--- src/rtl/alu_mul_sequencer_pkg.sv ---
// ============================================================================
// Module : alu_mul_sequencer_pkg
// Brief  : Shared ALU function selects, flag indices and sequencer states.
// Rev    : 1.0  initial release
// ============================================================================
`default_nettype none

package alu_mul_sequencer_pkg;

  localparam logic [4:0] PASS_A32 = 5'b10000;
  localparam logic [4:0] ADD32    = 5'b10100;
  localparam logic [4:0] LSL32    = 5'b11011;

  localparam int ZERO     = 3;
  localparam int CARRY    = 2;
  localparam int NEGATIVE = 1;
  localparam int OVERFLOW = 0;

  typedef enum logic [2:0] {
    S_IDLE  = 3'd0,
    S_ADD   = 3'd1,
    S_SHIFT = 3'd2,
    S_FINAL = 3'd3,
    S_DONE  = 3'd4
  } state_e;

  // Pick the next step from the multiplier bits still to be consumed.
  function automatic state_e step_state(input logic [15:0] q);
    if (q == 16'd0)
      return S_FINAL;
    else if (q[0])
      return S_ADD;
    else
      return S_SHIFT;
  endfunction

endpackage

`default_nettype wire

--- src/rtl/alu_mul_sequencer.sv ---
// ============================================================================
// Module : alu_mul_sequencer
// Brief  : Shift-and-add 16x16 multiplier sequencing an external 32-bit ALU.
// Rev    : 1.0  initial release
// ============================================================================
`default_nettype none

module alu_mul_sequencer
  import alu_mul_sequencer_pkg::*;
(
  input  logic        Clock,
  input  logic        Reset,
  input  logic        Start,
  input  logic [15:0] OpA,
  input  logic [15:0] OpB,
  output logic [31:0] AluA,
  output logic [31:0] AluB,
  output logic [4:0]  AluFunSel,
  output logic        AluWF,
  input  logic [31:0] AluOut,
  input  logic [3:0]  AluFlags,
  output logic        Busy,
  output logic        Done,
  output logic [31:0] Product,
  output logic        ProductZero
);

  state_e      state_q, state_d;
  logic [31:0] p_q, p_d;
  logic [31:0] m_q, m_d;
  logic [15:0] q_q, q_d;
  logic [31:0] product_q, product_d;
  logic        zero_q, zero_d;
  logic        done_q, done_d;

  // Carry, sign and overflow never matter: a 16x16 product always fits.
  logic unused_flags;
  assign unused_flags = ^AluFlags[2:0];

  always_ff @(posedge Clock) begin
    if (Reset) begin
      state_q   <= S_IDLE;
      p_q       <= 32'd0;
      m_q       <= 32'd0;
      q_q       <= 16'd0;
      product_q <= 32'd0;
      zero_q    <= 1'b0;
      done_q    <= 1'b0;
    end else begin
      state_q   <= state_d;
      p_q       <= p_d;
      m_q       <= m_d;
      q_q       <= q_d;
      product_q <= product_d;
      zero_q    <= zero_d;
      done_q    <= done_d;
    end
  end

  always_comb begin
    state_d = state_q;
    case (state_q)
      S_IDLE:  if (Start) state_d = step_state(OpB);
      S_ADD:   state_d = S_SHIFT;
      S_SHIFT: state_d = step_state(q_q >> 1);
      S_FINAL: state_d = S_DONE;
      S_DONE:  state_d = S_IDLE;
      default: state_d = S_IDLE;
    endcase
  end

  always_comb begin
    p_d       = p_q;
    m_d       = m_q;
    q_d       = q_q;
    product_d = product_q;
    zero_d    = zero_q;
    done_d    = 1'b0;
    case (state_q)
      S_IDLE: begin
        if (Start) begin
          p_d = 32'd0;
          m_d = {16'd0, OpA};
          q_d = OpB;
        end
      end
      S_ADD:   p_d = AluOut;
      S_SHIFT: begin
        m_d = AluOut;
        q_d = q_q >> 1;
      end
      // The ALU registered Z for P on the edge that closed FINAL.
      S_DONE: begin
        product_d = p_q;
        zero_d    = AluFlags[ZERO];
        done_d    = 1'b1;
      end
      default: ;
    endcase
  end

  always_comb begin
    AluA      = 32'd0;
    AluB      = 32'd0;
    AluFunSel = PASS_A32;
    case (state_q)
      S_ADD: begin
        AluA      = p_q;
        AluB      = m_q;
        AluFunSel = ADD32;
      end
      S_SHIFT: begin
        AluA      = m_q;
        AluFunSel = LSL32;
      end
      S_FINAL: begin
        AluA      = p_q;
        AluFunSel = PASS_A32;
      end
      default: ;
    endcase
  end

  assign AluWF       = 1'b0;
  assign Busy        = (state_q != S_IDLE);
  assign Done        = done_q;
  assign Product     = product_q;
  assign ProductZero = zero_q;

endmodule

`default_nettype wire

--- config.mk ---
export PLATFORM = sky130hd
export DESIGN_NAME = alu_mul_sequencer
export DESIGN_NICKNAME = d
export VERILOG_FILES = /design/src/rtl/alu_mul_sequencer_pkg.sv /design/src/rtl/alu_mul_sequencer.sv
export SDC_FILE = /design/constraint.sdc
export NUM_CORES = 1
export LEC_CHECK = 0
export ABC_CLOCK_PERIOD_IN_PS = 2250
export CAP_MARGIN = 5
export CORE_MARGIN = 10
export CORE_UTILIZATION = 63
export CTS_CLUSTER_DIAMETER = 30
export DETAILED_ROUTE_END_ITERATION = 8
export DONT_BUFFER_PORTS = 1
export PLACE_DENSITY = 0.79
export SYNTH_ARGS = -nofsm -noshare
export SYNTH_HDL_FRONTEND = slang
export SYNTH_SLANG_ARGS = --single-unit
--- constraint.sdc ---
create_clock -name Clock -period 2.25 [get_ports Clock]
set_input_delay 0.3375 -clock Clock [delete_from_list [all_inputs] [get_ports Clock]]
set_output_delay 0.3375 -clock Clock [all_outputs]
set_load 0.02 [all_outputs]
==> flow_summary.toml, run 1 <==
[sta]
max_freq_mhz = 455
final_max_slew_viol_count = 0
period_needed_ns = 2.20
skew_ns = 0.00765
setup_viol = 0
hold_viol_final = 0
finalCritPeriodShare = 0.977

[synthesis]
ys_seq_area_frac = 0.435
postSynthAreaPerCell_um2 = 8.74
synthTopCellsByArea = "dfxtp_1, a311oi_2, nand2_1"
synth_top_area_share = 0.435
ys_types = 33
yosysMostFrequentCell = "dfxtp_1"
synth_area_leader_cell = "dfxtp_1"
synth_cells = 611
async_flop_share = 0
synth_nets = 682
synth-main-ff-cell = "dfxtp_1"
ys_warn_count = 0
synth-edff-count = 0
synth_commonest_cells = "dfxtp_1, nand2_1, a21oi_1, nor2_1, mux2i_1"
ys_ff_latch = 116
synth_area_mm2 = 0.00534

[job]
maxCapViolations = 0

[cells_and_area]
post_layout_nonfiller_instances = 760
nets = 714
ff_latch_area_mm2 = 0.00233
antennaDiodeCount = 0
stdcell_area_mm2 = 0.00671
multiInputGateArea_mm2 = 0.00276
syn_to_final_growth_pct = 25.7
layout-drive-gt1-share = 0.195
fill_cells = 501

[worst_setup_path]
crit_chain = "or3b_4 -> inv_8 -> buf_12 -> a22o_2"
worst_setup_path_end_kind = "output pin"
critPathMaxStageDelay_ns = 0.45
crit_family = "simple AND/OR/NAND/NOR gates"
slowest_stage = "or3b_4"
path_buf_inv = 2
start_kind = "flip-flop"
critical_path_required_ns = 1.91
arrival_ns = 1.86
critPathKind = "flip-flop to output pin"
crit_fanout = 31

[clocking]
cts.path.max_buffers = 2
clk_pin_slew_ns = 0.06
htree_levels = 4
numCtsBuffers = 17
clock_latency_ns = 0.51
cts_tree = "built"
clock_sinks = 116
cts_root_buf = "clkbuf_8"

[grt]
grt_max_degree = 80
first_global_vias = 4945
grt-ovfl-total = 0
grt_pass1_wl_um = 26600
antenna_found_initial = 0
grtUsageTotal = 0.257

[min_path]
hp-class = "input pin to flip-flop"

[placement]
gp_routability_congestion = 0.844
dp.cells = 668
dp_hpwl_um = 9840
io_buffers = 0
placed_cell_area_mm2 = 0.00534

[floorplanning]
core-area_mm2 = 0.00822
die_area_mm2 = 0.0126
rows = 33
die_y_um = 112
ios = 176
die_w_um = 112
start_util = 0.650

[route]
viasPerCell = 6.46
wl_um = 17100
ant_nets = 0
drc = 0
first_pass_iters = 5
wl_per_cell_um = 22.5
vias = 4911
drtIter0Drc = 359

[power]
power.leakage_uw = 0.00251
vdd_drop_max_mv = 0.647
powerDensity_mw_per_mm2 = 906
finalPower_uw = 6080

[outcome]
status = "completed"
final cells by class:
class,instances,area share
Multi-Input combinational cell,428,0.411
Sequential cell,116,0.347
Timing Repair Buffer,79,0.130
Clock buffer,19,0.0643
Clock inverter,12,0.0268
Tap cell,105,0.0196
Inverter,1,0.00168
power by group:
group / internal [uW] / switching, uW
logic: 404 / 594
registers: 2190 / 112
clock network: 1820 / 958
total: 4420 / 1660
layer usage:
metal | GRT usage | share of wire | up-vias
met4 | 0.101 | 0.023 | 0
met2 | 0.438 | 0.50 | 307
met1 | 0.283 | 0.36 | 2346
li1 | - | - | 2219
met5 | 0 | 0 | -
met3 | 0.0964 | 0.11 | 39
cell families after synthesis:
family,after synthesis,share of synthesized area
compound gates,146,0.217
buf+inv,67,0.0682
flops,116,0.435
mux,34,0.0637
other cells,2,0.00141
simple gates,246,0.215
per-stage QoR:
step	setup TNS (ns)	worst slack, ns	hold slack [ns]	util
2_1_floorplan	0	0.428	0.457	-
3_3_place_gp	0	0.325	0.419	0.650
3_5_place_dp	0	0.285	0.423	0.650
4_1_cts	0	0.00821	0.00256	0.812
5_1_grt	-0.00156	-0.00121	0.00793	0.817
6_report	0	0.0511	0.0222	0.817
cell usage in the layout, fill, tap and decap left out, types with 3 or more instances in the layout:
cell type	instances
dfxtp_1	114
nand2_1	108
dlygate4sd3_1	55
a21oi_1	48
mux2i_1	34
nor2_1	34
nor3_1	33
o21ai_0	32
and2_1	31
a311oi_2	30
a22o_2	29
nand3_1	16
clkbuf_16	16
buf_4	15
nor4_1	6
bufinv_16	4
buf_12	4
a22o_4	3
clkinv_4	3
worst paths after layout:
check | endpoint | cells after the start | slack (ns) | startpoint
hold / removal | m_q[11] | 2 | 0.02 | AluOut[11]
setup / recovery | AluA[3] | 4 | 0.05 | state_q[0]
setup reg to reg | m_q[30] | 7 | 0.08 | state_q[0]
hold reg to reg | p_q[4] | 2 | 0.50 | p_q[4]
state kept, by name (all words and copies together), names as in the netlist:
register and flops:
Product 32, m_q 32, p_q 32, q_q 15, state_q 3, Done 1
ProductZero 1
repair_timing:
item / 4_1_cts / 5_1_grt
pin swaps: 0 / 1
endpoints found under the hold margin: 114 / 0
gates cloned: 2 / 0
hold buffers: 56 / 0
resized for setup: 38 / 8
endpoints found under the setup margin: 66 / 61
setup buffers: 2 / 1
(Power assumes the default switching activity.)
==> inputs of run 2 (changes only) <==
--- a/config.mk
+++ b/config.mk
@@ -12,6 +12,7 @@
 export CTS_CLUSTER_DIAMETER = 30
 export DETAILED_ROUTE_END_ITERATION = 8
 export DONT_BUFFER_PORTS = 1
+export GPL_ROUTABILITY_DRIVEN = 0
 export PLACE_DENSITY = 0.79
 export SYNTH_ARGS = -nofsm -noshare
 export SYNTH_HDL_FRONTEND = slang
==> results of run 2 <==
Same layout as run 1: the final DEF is identical, and so are final timing and power.
==> inputs of run 3 (changes only) <==
--- a/config.mk
+++ b/config.mk
@@ -10,9 +10,11 @@
 export CORE_MARGIN = 10
 export CORE_UTILIZATION = 63
 export CTS_CLUSTER_DIAMETER = 30
+export CTS_CLUSTER_SIZE = 28
 export DETAILED_ROUTE_END_ITERATION = 8
 export DONT_BUFFER_PORTS = 1
 export GPL_ROUTABILITY_DRIVEN = 0
+export GPL_TIMING_DRIVEN = 0
 export PLACE_DENSITY = 0.79
 export SYNTH_ARGS = -nofsm -noshare
 export SYNTH_HDL_FRONTEND = slang
==> run 3 against run 2 <==
  * The flow now finishes with violations (setup timing)
  * Sequential share of layout area down 1.9 points
  * Die area is the same
  * Register-to-register slack improved by 0.14 ns
  * Maximum frequency shrank 6.1%
  * Cell area grew 5.6%
  * Clock-buffer cell count is the same
  * Clock power is essentially flat
  * Critical path depth up 2
  * Power increased by 4.3%
  * Critical path type unchanged
==> flow_summary.toml, run 3 (synthesized netlist as in run 1, its figures left out) <==
[cells_and_area]
final_cell_mix = "dfxtp_1, nand2_1, a21oi_1, nor2_1"
syn_to_final_growth_pct = 32.8
stdcell_area_mm2 = 0.00709
antennaDiodeCount = 0
layout_commonest_cell = "dfxtp_1"
nets = 751
layout-drive-gt1-share = 0.261

[power]
power.leakage_uw = 0.00272
powerDensity_mw_per_mm2 = 894
finalPower_uw = 6340
vdd_drop_max_mv = 0.646

[floorplanning]
die_y_um = 112
core-area_mm2 = 0.00822
die_area_mm2 = 0.0126
ios = 176
die_w_um = 112
start_util = 0.650
rows = 33

[grt]
grt_max_degree = 17
grt-ovfl-total = 0
antenna_found_initial = 0
grt_pass1_wl_um = 29600
first_global_vias = 5273
grtUsageTotal = 0.291

[sta]
fin_tns_setup_ns = -2.11
finalCritPeriodShare = 1.04
fin_ws_ns = -0.0921
setup_viol = 34
skew_ns = 0.00730
worstMarginPinSlew_ns = 0.834
hold_viol_final = 0
max_freq_mhz = 427
period_needed_ns = 2.34
relSlewSlack = 0.444
final_max_slew_viol_count = 0
rsz0062_at_grt = "yes"

[placement]
placed_cell_area_mm2 = 0.00547
dp_hpwl_um = 12300
io_buffers = 0

[clocking]
htree_levels = 4
cts.path.max_buffers = 2
cts_root_buf = "clkbuf_8"
clock_sinks = 116
clk_pin_slew_ns = 0.06
numCtsBuffers = 17
cts_tree = "built"
clock_latency_ns = 0.52

[worst_setup_path]
critPathKind = "flip-flop to output pin"
worst_setup_path_end_kind = "output pin"
critical_path_required_ns = 1.91
start_kind = "flip-flop"
arrival_ns = 2.00
crit_fanout = 7

[route]
wl_um = 19800
first_pass_iters = 5
viasPerCell = 6.68
ant_nets = 0
drc = 0
wl_per_cell_um = 24.9
drtIter0Drc = 585
vias = 5329

[outcome]
violations = "setup timing"
status = "finished, violations left"

[min_path]
hp-class = "input pin to flip-flop"

[job]
maxCapViolations = 0
run 3: where the power goes:
group | internal [uW] | total, uW | switching [uW]
Sequential | 2190 | 2320 | 129
Clock | 1820 | 2800 | 980
Combinational | 501 | 1220 | 719
run 3: final timing paths:
path	startpoint	end	slack (ns)	cells after the start
max	state_q[1]	AluA[17]	-0.09	6
min	AluOut[7]	m_q[7]	0.01	2
max reg2reg	state_q[1]	m_q[5]	0.22	6
min reg2reg	m_q[30]	m_q[30]	0.50	2
run 3: final cells by class:
| type | count | area, um2 |
|---|---|---|
| Tap cell | 105 | 131 |
| Clock inverter | 13 | 183 |
| Fill cell | 425 | 1120 |
| Timing Repair Buffer | 51 | 556 |
| Sequential cell | 116 | 2330 |
| Inverter | 1 | 6.26 |
| Clock buffer | 19 | 432 |
| Multi-Input combinational cell | 428 | 2970 |
| Buffer | 65 | 494 |
run 3: repair_timing:
| item | 4_1_cts | 5_1_grt |
|---|---|---|
| setup endpoints to repair | 67 | 66 |
| hold endpoints to repair | 49 | 1 |
| buffers inserted | 6 | 5 |
| hold buffers | 33 | 1 |
| gates resized for setup | 129 | 11 |
| gates cloned | 1 | 5 |
| pin swaps | 13 | 17 |
run 3: per-layer routing:
layer,share of wire,up-vias,track usage
li1,-,2289,-
met1,0.36,2562,0.331
met2,0.48,406,0.474
met3,0.12,72,0.113
met4,0.040,0,0.134
met5,0,-,0
run 3: metrics by stage:
stage / std cells / utilization / hold slack, ns / setup WS [ns]
final: 798 / 0.863 / 0.00988 / -0.0921
after global routing: 798 / 0.863 / 0.0103 / -0.108
after CTS: 788 / 0.842 / 0.00855 / -0.0390
after detailed placement: 716 / 0.666 / 0.473 / 0.131
after global placement: 716 / 0.666 / 0.464 / 0.134
after floorplan: 611 / - / 0.457 / 0.428
run 3: worst max-delay path: stages, from the launching register on:
cell and delay (ns):
dfxtp_2 0.36, buf_6 0.12, or3b_4 0.41, inv_4 0.11, buf_12 0.15, clkbuf_16 0.16
a22o_4 0.17
